<file path="src/rtl/fractal_sync_kary_node.sv">
// K-ary barrier aggregation node: per-ID arrival masks, local release at level 0,
// upward forwarding through a small FIFO for higher levels, sticky error reporting.
module fractal_sync_kary_node #(
    parameter int unsigned N_CHILDREN = 4,
    parameter int unsigned ID_WIDTH   = 3,
    parameter int unsigned LVL_WIDTH  = 4,
    parameter int unsigned FIFO_DEPTH = 2
) (
    input  logic                            clk_i,
    input  logic                            rst_ni,
    input  logic [N_CHILDREN-1:0]           req_valid_i,
    output logic [N_CHILDREN-1:0]           req_ready_o,
    input  logic [N_CHILDREN*ID_WIDTH-1:0]  req_id_i,
    input  logic [N_CHILDREN*LVL_WIDTH-1:0] req_lvl_i,
    output logic                            rsp_valid_o,
    output logic [ID_WIDTH-1:0]             rsp_id_o,
    output logic                            up_valid_o,
    input  logic                            up_ready_i,
    output logic [ID_WIDTH-1:0]             up_id_o,
    output logic [LVL_WIDTH-1:0]            up_lvl_o,
    input  logic                            up_rsp_valid_i,
    input  logic [ID_WIDTH-1:0]             up_rsp_id_i,
    output logic                            err_o,
    output logic [1:0]                      err_code_o,
    input  logic                            err_clr_i
);

    localparam int unsigned N_IDS = 2 ** ID_WIDTH;
    localparam int unsigned CW    = $clog2(N_CHILDREN);
    localparam int unsigned PW    = (FIFO_DEPTH > 1) ? $clog2(FIFO_DEPTH) : 1;
    localparam int unsigned QW    = $clog2(FIFO_DEPTH + 1);

    typedef enum logic [1:0] {
        ST_IDLE,
        ST_ARRIVING,
        ST_WAIT
    } bar_state_e;

    bar_state_e            state_q [N_IDS];
    bar_state_e            state_d [N_IDS];
    logic [N_CHILDREN-1:0] mask_q  [N_IDS];
    logic [N_CHILDREN-1:0] mask_d  [N_IDS];
    logic [LVL_WIDTH-1:0]  lvl_q   [N_IDS];
    logic [LVL_WIDTH-1:0]  lvl_d   [N_IDS];

    logic [CW-1:0] rr_q, rr_d;
    logic [CW:0]   rr_sum;

    logic                  gnt_valid;
    logic [CW-1:0]         gnt_idx;
    logic [N_CHILDREN-1:0] gnt_oh;
    logic [ID_WIDTH-1:0]   acc_id;
    logic [LVL_WIDTH-1:0]  acc_lvl;

    logic                 loc_rel;
    logic                 par_ok;
    logic [1:0]           acc_err;
    logic [1:0]           new_err;
    logic                 push, pop;
    logic [LVL_WIDTH-1:0] push_lvl;

    logic                rsp_valid_q, rsp_valid_d;
    logic [ID_WIDTH-1:0] rsp_id_q, rsp_id_d;
    logic                pend_q, pend_d;
    logic [ID_WIDTH-1:0] pend_id_q, pend_id_d;
    logic                err_q, err_d;
    logic [1:0]          code_q, code_d;

    logic [ID_WIDTH-1:0]  fifo_id_q  [FIFO_DEPTH];
    logic [ID_WIDTH-1:0]  fifo_id_d  [FIFO_DEPTH];
    logic [LVL_WIDTH-1:0] fifo_lvl_q [FIFO_DEPTH];
    logic [LVL_WIDTH-1:0] fifo_lvl_d [FIFO_DEPTH];
    logic [PW-1:0]        wr_ptr_q, wr_ptr_d, rd_ptr_q, rd_ptr_d;
    logic [QW-1:0]        count_q, count_d;
    logic                 fifo_full;

    function automatic logic [PW-1:0] ptr_inc(input logic [PW-1:0] p);
        return (p == PW'(FIFO_DEPTH - 1)) ? '0 : p + PW'(1);
    endfunction

    assign fifo_full = (count_q == QW'(FIFO_DEPTH));
    assign pop       = (count_q != '0) && up_ready_i;

    // Round-robin search from rr_q; a parked release or a full FIFO blocks every grant.
    always_comb begin
        gnt_valid = 1'b0;
        gnt_idx   = '0;
        rr_sum    = '0;
        if (rst_ni && !pend_q && !fifo_full) begin
            for (int unsigned i = 0; i < N_CHILDREN; i++) begin
                rr_sum = {1'b0, rr_q} + (CW+1)'(i);
                if (rr_sum >= (CW+1)'(N_CHILDREN)) begin
                    rr_sum = rr_sum - (CW+1)'(N_CHILDREN);
                end
                if (!gnt_valid && req_valid_i[rr_sum[CW-1:0]]) begin
                    gnt_valid = 1'b1;
                    gnt_idx   = rr_sum[CW-1:0];
                end
            end
        end
    end

    assign gnt_oh      = N_CHILDREN'(1) << gnt_idx;
    assign req_ready_o = gnt_valid ? gnt_oh : '0;
    assign acc_id      = req_id_i[32'(gnt_idx)*ID_WIDTH +: ID_WIDTH];
    assign acc_lvl     = req_lvl_i[32'(gnt_idx)*LVL_WIDTH +: LVL_WIDTH];

    always_comb begin
        rr_d = rr_q;
        if (gnt_valid) begin
            rr_d = (gnt_idx == CW'(N_CHILDREN - 1)) ? '0 : gnt_idx + CW'(1);
        end
    end

    // Parent release is judged on the pre-update state, so it never races an accept.
    always_comb begin
        state_d  = state_q;
        mask_d   = mask_q;
        lvl_d    = lvl_q;
        acc_err  = 2'd0;
        loc_rel  = 1'b0;
        push     = 1'b0;
        push_lvl = '0;
        par_ok   = up_rsp_valid_i && (state_q[up_rsp_id_i] == ST_WAIT);
        if (gnt_valid) begin
            case (state_q[acc_id])
                ST_IDLE: begin
                    mask_d[acc_id]  = gnt_oh;
                    lvl_d[acc_id]   = acc_lvl;
                    state_d[acc_id] = ST_ARRIVING;
                end
                ST_ARRIVING: begin
                    if ((mask_q[acc_id] & gnt_oh) != '0) begin
                        acc_err = 2'd1;
                    end else if (acc_lvl != lvl_q[acc_id]) begin
                        acc_err = 2'd2;
                    end else begin
                        mask_d[acc_id] = mask_q[acc_id] | gnt_oh;
                    end
                end
                default: acc_err = 2'd2;
            endcase
            if (state_d[acc_id] == ST_ARRIVING && mask_d[acc_id] == '1) begin
                mask_d[acc_id] = '0;
                if (lvl_d[acc_id] == '0) begin
                    state_d[acc_id] = ST_IDLE;
                    loc_rel         = 1'b1;
                end else begin
                    state_d[acc_id] = ST_WAIT;
                    push            = 1'b1;
                    push_lvl        = lvl_d[acc_id] - LVL_WIDTH'(1);
                end
            end
        end
        if (par_ok) begin
            state_d[up_rsp_id_i] = ST_IDLE;
        end
    end

    // Parent release owns the output slot; a coinciding local release is parked one cycle.
    always_comb begin
        rsp_valid_d = 1'b0;
        rsp_id_d    = '0;
        pend_d      = pend_q;
        pend_id_d   = pend_id_q;
        if (par_ok) begin
            rsp_valid_d = 1'b1;
            rsp_id_d    = up_rsp_id_i;
            if (loc_rel) begin
                pend_d    = 1'b1;
                pend_id_d = acc_id;
            end
        end else if (pend_q) begin
            rsp_valid_d = 1'b1;
            rsp_id_d    = pend_id_q;
            pend_d      = 1'b0;
        end else if (loc_rel) begin
            rsp_valid_d = 1'b1;
            rsp_id_d    = acc_id;
        end
    end

    always_comb begin
        if (acc_err != 2'd0) begin
            new_err = acc_err;
        end else if (up_rsp_valid_i && !par_ok) begin
            new_err = 2'd3;
        end else begin
            new_err = 2'd0;
        end
        err_d  = err_q;
        code_d = code_q;
        if (new_err != 2'd0 && (!err_q || err_clr_i)) begin
            err_d  = 1'b1;
            code_d = new_err;
        end else if (err_clr_i) begin
            err_d  = 1'b0;
            code_d = 2'd0;
        end
    end

    always_comb begin
        fifo_id_d  = fifo_id_q;
        fifo_lvl_d = fifo_lvl_q;
        wr_ptr_d   = wr_ptr_q;
        rd_ptr_d   = rd_ptr_q;
        count_d    = count_q;
        if (push) begin
            fifo_id_d[wr_ptr_q]  = acc_id;
            fifo_lvl_d[wr_ptr_q] = push_lvl;
            wr_ptr_d             = ptr_inc(wr_ptr_q);
        end
        if (pop) begin
            rd_ptr_d = ptr_inc(rd_ptr_q);
        end
        if (push && !pop) begin
            count_d = count_q + QW'(1);
        end else if (!push && pop) begin
            count_d = count_q - QW'(1);
        end
    end

    always_ff @(posedge clk_i or negedge rst_ni) begin
        if (!rst_ni) begin
            for (int unsigned i = 0; i < N_IDS; i++) begin
                state_q[i] <= ST_IDLE;
                mask_q[i]  <= '0;
                lvl_q[i]   <= '0;
            end
            for (int unsigned i = 0; i < FIFO_DEPTH; i++) begin
                fifo_id_q[i]  <= '0;
                fifo_lvl_q[i] <= '0;
            end
            rr_q        <= '0;
            wr_ptr_q    <= '0;
            rd_ptr_q    <= '0;
            count_q     <= '0;
            rsp_valid_q <= 1'b0;
            rsp_id_q    <= '0;
            pend_q      <= 1'b0;
            pend_id_q   <= '0;
            err_q       <= 1'b0;
            code_q      <= 2'd0;
        end else begin
            state_q     <= state_d;
            mask_q      <= mask_d;
            lvl_q       <= lvl_d;
            fifo_id_q   <= fifo_id_d;
            fifo_lvl_q  <= fifo_lvl_d;
            rr_q        <= rr_d;
            wr_ptr_q    <= wr_ptr_d;
            rd_ptr_q    <= rd_ptr_d;
            count_q     <= count_d;
            rsp_valid_q <= rsp_valid_d;
            rsp_id_q    <= rsp_id_d;
            pend_q      <= pend_d;
            pend_id_q   <= pend_id_d;
            err_q       <= err_d;
            code_q      <= code_d;
        end
    end

    assign rsp_valid_o = rsp_valid_q;
    assign rsp_id_o    = rsp_id_q;
    assign up_valid_o  = (count_q != '0);
    assign up_id_o     = up_valid_o ? fifo_id_q[rd_ptr_q] : '0;
    assign up_lvl_o    = up_valid_o ? fifo_lvl_q[rd_ptr_q] : '0;
    assign err_o       = err_q;
    assign err_code_o  = code_q;

endmodule

</file>
<file path="config.mk">
export PLATFORM = sky130hd
export DESIGN_NAME = fractal_sync_kary_node
export DESIGN_NICKNAME = d
export VERILOG_FILES = /design/src/rtl/fractal_sync_kary_node.sv
export SDC_FILE = /design/constraint.sdc
export NUM_CORES = 1
export LEC_CHECK = 0
export BUFFER_PORTS_ARGS = -buffer_cell sky130_fd_sc_hd__buf_2
export CORE_ASPECT_RATIO = 2
export CORE_MARGIN = 2
export CORE_UTILIZATION = 37
export CTS_CLUSTER_SIZE = 24
export DETAILED_ROUTE_END_ITERATION = 8
export PLACE_DENSITY_LB_ADDON = 0.08
export SLEW_MARGIN = 20
export SYNTH_ARGS = -nofsm -noshare
export SYNTH_HDL_FRONTEND = slang
export SYNTH_SLANG_ARGS = --single-unit
export TNS_END_PERCENT = 30
</file>
<file path="constraint.sdc">
create_clock -name clk_i -period 6.1 [get_ports clk_i]
set_clock_uncertainty 0.15 [all_clocks]
set_input_delay 0.915 -clock clk_i [delete_from_list [all_inputs] [get_ports clk_i]]
set_output_delay 0.915 -clock clk_i [all_outputs]
set_load 0.01 [all_outputs]
</file>
==> results.md <==
- The run finished with clean final reports.
- The min-delay analysis places its worst path in the category register to register.
- The critical path data required time is 6.21 ns.
- Summing all flip-flop and latch instances after layout gives 2780 µm².
- The placeable core region is 18800 µm².
- Of all flip-flops after synthesis, the portion carrying an async set or reset was 100%.
- The final-layout worst hold slack is 0.340 ns.
- Port buffering added 58 buffers.
- The routed wire length is 30800 µm.
- The data arrival time of the worst path is 6.09 ns.
- The cell count after synthesis came out at 748.
- The number of clock buffers inserted by TritonCTS is 9.
- For this run, global-route usage on met1 was measured as 29.0%.
- The library cells used most frequently in the layout, excluding fill and tap cells, are 177 x sky130_fd_sc_hd__buf_4, 111 x sky130_fd_sc_hd__dfrtp_1, 88 x sky130_fd_sc_hd__nand2_1, 57 x sky130_fd_sc_hd__nor2_1, 57 x sky130_fd_sc_hd__buf_2.
- The maximum clock insertion buffer count is 2.
- During I/O placement, the number of pins put on the boundary was 59.
- For the pin with the worst max-slew slack, the measured transition is 0.810 ns.
- Entering global routing, the biggest net connects 58 pins.
- Setup violations remaining at the end of the flow were counted as 0.
- Yosys mapped the design onto 75 distinct sky130hd cell types.
- The overall die area is 20300 µm².
- The hold-critical path depth is 1.
- In the final layout, the multi-input gates occupy 4180 µm².
- The most used flip-flop cell after synthesis is sky130_fd_sc_hd__dfrtp_1.
- The startpoint of the worst-slack reg-to-reg timing path is rr_q[1]$_DFFE_PN0P_.
- The highest ir drop seen on vdd is 0.306 mV.
- The total DRC errors in the routed layout is 0.
- The estimated wirelength of the detail-placed design is 24800 µm.
- Leaving out fill and tap cells, the most frequent cell in the layout is sky130_fd_sc_hd__buf_4.
- The endpoint identified for the worst register-to-register timing path is fifo_id_q[4]$_DFFE_PN0P_.
- The startpoint type of the worst setup path is an input pin.
- From left edge to right edge, the die measures 102 µm.
- The final hold violation count is 0.
- For this design, the sink count on the clock tree is 111.
- TritonCTS built the clock tree.
- In the routed layout, each cell is associated on average with a via count of 5.96.
- 0 antenna diodes ended up in the layout.
- Timing would allow up to 0.167 GHz.
- The startpoint identified for the worst hold timing path is fifo_id_q[5]$_DFFE_PN0P_.
- Once the floorplan was initialized, standard cells occupied 37.6% of the core.
- The critical path endpoint category is a register.
- The peak-usage layer in the global routing report is met2.
- Counting flops with a built-in enable in the synthesized netlist gives 0.
- After synthesis the netlist holds a flip-flop and latch count of 111.
- The post-route antenna net violation count is 0.
- CTS built an H-tree with a depth of 3.
- The clock latency at the later pin of the worst-skew pair is 0.38 ns.
- The last weighted congestion value of the routability-driven placer is 1.04.
- The all-layer global routing usage is 30.9%.
- Summing over every cut layer, the via total after detailed routing is 7290.
- Dividing total power by cell area gives a power density of 598 nW/µm².
- The synthesized netlist occupies a cell area of 7090 µm².
- The number of antenna violations at the first check in global routing is 0.
- The first global-routing pass estimated 45200 µm of wire.
- The final standard cell area without fillers is 9380 µm².
- The net count after synthesis is 794.
- The layout filler cell count is 1863.
- The number of global-route vias before repair is 7523.
- Tracing the worst setup path back leads to its startpoint at req_valid_i[3].
- Dividing the synthesized area by the synthesized cell count gives 9.47 µm².
- The post-route netlist has 36.0% of its cells at a drive strength greater than 1.
- The post-detailed-placement cell area is 8850 µm².
- The remaining global-route overflow is 0.
- The count of routing violations after the opening detailed-route iteration is 436.
- The top fanout value on the critical path is 9.
- Measured against its own limit, the worst slew margin works out to 45.8%.
- The final max-slew violation count is 0.
- The area growth from synthesis to final layout is 32.3%.
- The met2 global-route usage is 56.8%.
- The cell sitting at the root of the clock tree is a sky130_fd_sc_hd__clkbuf_16.
- The clock transition at the registers of the reported paths is 0.08 ns.
- The endpoint of the worst hold-timing path is fifo_id_q[5]$_DFFE_PN0P_.
- Across the run, the number of max-cap violations was 0.
- For flop-to-flop paths, the worst setup slack is 0.24 ns.
- The critical path class is input pin to register.
- The post-layout net count is 1009.
- The number of rows created at floorplan is 71.
- The smallest clock period supported by the final layout is computed as 5.98 ns.
- The leakage power of the design is 0.00434 µW.
- The pre-antenna-repair detailed-routing pass consisted of 5 iterations.
- For this run, the number of Yosys warnings is 0.
- The y dimension of the die is 200 µm.
- The cell depth of the worst flop-to-flop path is 21.
- The routing usage on met3 is 3.95%.
- The post-detailed-route wirelength per cell is 25.2 µm.
- The sequential area share after synthesis is 39.2%.
- The fraction of the cycle the final worst path needs is 98.0%.
[sequential cells by signal, summed over array words and instances, names as in the netlist, 2 cells and up]
signal      cells
lvl_q          32
mask_q         32
state_q        16
fifo_lvl_q      8
fifo_id_q       6
pend_id_q       3
rsp_id_o        3
count_q         2
err_code_o      2
rr_q            2
[metal layers]
metal | routed length, µm | up-vias
met5 | 0 | -
met4 | 3180 | 0
met3 | 1250 | 128
met2 | 16500 | 312
met1 | 9890 | 3584
li1 | - | 3266
[through the flow]
stage	total power [µW]	instances	util, %	TNS, ns	setup slack (ns)
2_1_floorplan	3050	748	-	0	0.00199
3_3_place_gp	4730	1198	47.0	-31.34	-0.703
3_5_place_dp	4780	1198	47.0	-35.48	-0.794
4_1_cts	5480	1214	48.9	0	0.0346
5_1_grt	5930	1223	49.8	-0.0729	-0.0249
6_report	5610	1223	49.8	0	0.123
[cell usage after synthesis, types with 3 or more instances]
master	number	area [µm²]
sky130_fd_sc_hd__nor2_1	58	218
sky130_fd_sc_hd__nand3_1	23	115
sky130_fd_sc_hd__a31o_2	3	26.3
sky130_fd_sc_hd__buf_1	5	18.8
sky130_fd_sc_hd__and2_1	4	25.0
sky130_fd_sc_hd__inv_1	28	105
sky130_fd_sc_hd__a21boi_0	7	52.6
sky130_fd_sc_hd__xor2_1	4	35.0
sky130_fd_sc_hd__a2111oi_0	4	35.0
sky130_fd_sc_hd__o211a_1	6	60.1
sky130_fd_sc_hd__mux2_1	3	33.8
sky130_fd_sc_hd__nor3_1	18	90.1
sky130_fd_sc_hd__o21a_1	5	37.5
sky130_fd_sc_hd__o21ai_0	39	195
sky130_fd_sc_hd__nor2b_1	11	68.8
sky130_fd_sc_hd__or3_1	5	31.3
sky130_fd_sc_hd__mux4_2	4	90.1
sky130_fd_sc_hd__a21oi_1	26	130
sky130_fd_sc_hd__a211oi_1	15	113
sky130_fd_sc_hd__mux2_2	49	552
sky130_fd_sc_hd__a32oi_1	5	43.8
sky130_fd_sc_hd__a22o_1	8	70.1
sky130_fd_sc_hd__a41oi_1	4	35.0
sky130_fd_sc_hd__a31oi_1	12	75.1
sky130_fd_sc_hd__xnor2_1	6	52.6
sky130_fd_sc_hd__nand2_1	88	330
sky130_fd_sc_hd__o221ai_1	5	43.8
sky130_fd_sc_hd__nand2b_1	13	81.3
sky130_fd_sc_hd__a32o_1	31	310
sky130_fd_sc_hd__o211ai_1	10	75.1
sky130_fd_sc_hd__clkbuf_1	16	60.1
sky130_fd_sc_hd__buf_2	9	45.0
sky130_fd_sc_hd__dfrtp_1	111	2780
sky130_fd_sc_hd__and3_1	11	68.8
sky130_fd_sc_hd__mux2i_1	26	260
sky130_fd_sc_hd__nor4_4	3	63.8
sky130_fd_sc_hd__o41ai_1	6	52.6
sky130_fd_sc_hd__o22ai_1	3	18.8
sky130_fd_sc_hd__nor3_2	3	30.0
sky130_fd_sc_hd__ha_1	6	75.1
sky130_fd_sc_hd__buf_4	3	22.5
sky130_fd_sc_hd__a221oi_1	6	52.6
[how the worst max path moves through the flow]
| stage | end | cells after the start | slack (ns) |
|---|---|---|---|
| global placement | fifo_lvl_q[6]$_DFFE_PN0P_ | 19 | -0.70 |
| floorplan | count_q[1]$_DFFE_PN0P_ | 23 | 0.002 |
| finish | fifo_id_q[4]$_DFFE_PN0P_ | 23 | 0.12 |
| detailed placement | fifo_id_q[3]$_DFFE_PN0P_ | 19 | -0.79 |
| global route | count_q[1]$_DFFE_PN0P_ | 23 | -0.02 |
| CTS | fifo_id_q[3]$_DFFE_PN0P_ | 19 | 0.03 |
[worst max-delay path: stages]
cell	delay [ns]
sky130_fd_sc_hd__buf_2	0.13
sky130_fd_sc_hd__nand2b_4	0.14
sky130_fd_sc_hd__a21oi_1	0.07
sky130_fd_sc_hd__buf_4	0.17
sky130_fd_sc_hd__nor4_4	0.35
sky130_fd_sc_hd__inv_2	0.14
sky130_fd_sc_hd__buf_4	0.19
sky130_fd_sc_hd__o211ai_1	0.36
sky130_fd_sc_hd__buf_4	0.20
sky130_fd_sc_hd__nand2_1	0.09
sky130_fd_sc_hd__nor2_1	0.38
sky130_fd_sc_hd__a221oi_1	0.14
sky130_fd_sc_hd__a22o_1	0.27
sky130_fd_sc_hd__nor4_4	0.27
sky130_fd_sc_hd__buf_4	0.18
sky130_fd_sc_hd__a31o_2	0.17
sky130_fd_sc_hd__buf_4	0.16
sky130_fd_sc_hd__o2111ai_1	0.15
sky130_fd_sc_hd__a221o_1	0.38
sky130_fd_sc_hd__or3_4	0.47
sky130_fd_sc_hd__nor4_4	0.24
sky130_fd_sc_hd__buf_6	0.17
sky130_fd_sc_hd__mux2_2	0.34
[what timing repair did]
| item | in CTS | in global routing |
|---|---|---|
| buffers inserted | 0 | 8 |
| resized for setup | 5 | 24 |
| pin swaps | 0 | 5 |
| hold buffers | 0 | 0 |
| setup endpoints to repair | 58 | 54 |
| gates cloned | 0 | 1 |
[power breakdown]
part	switching [µW]	leakage [µW]	internal (µW)
registers	285	0.00143	1030
clock network	300	0.000155	364
logic	1990	0.00276	1640
[cells by family (layout without fill, tap and decap cells)]
logic type / count (synthesis) / in the layout / synth area share (%)
AND/OR/NAND/NOR: 258 / 258 / 18.1
AO/OA/AOI/OAI: 217 / 217 / 23.4
flip-flops: 111 / 111 / 39.2
multiplexers: 82 / 82 / 13.2
buffers and inverters: 64 / 284 / 3.81
XOR/XNOR: 10 / 10 / 1.24
adder cells (fa/ha/maj): 6 / 6 / 1.06
[area by class of cell]
| cell class | instances | area share, % |
|---|---|---|
| flip-flops and latches | 111 | 29.6 |
| multi-input cells | 573 | 44.6 |
| repair inverters | 1 | 0.0801 |
| clock buffers | 10 | 2.44 |
| clock inverters | 6 | 0.987 |
| inverters | 30 | 1.20 |
| well taps | 255 | 3.40 |
| repair buffers | 237 | 17.7 |
Note: power is estimated with default switching activity, not from simulation.
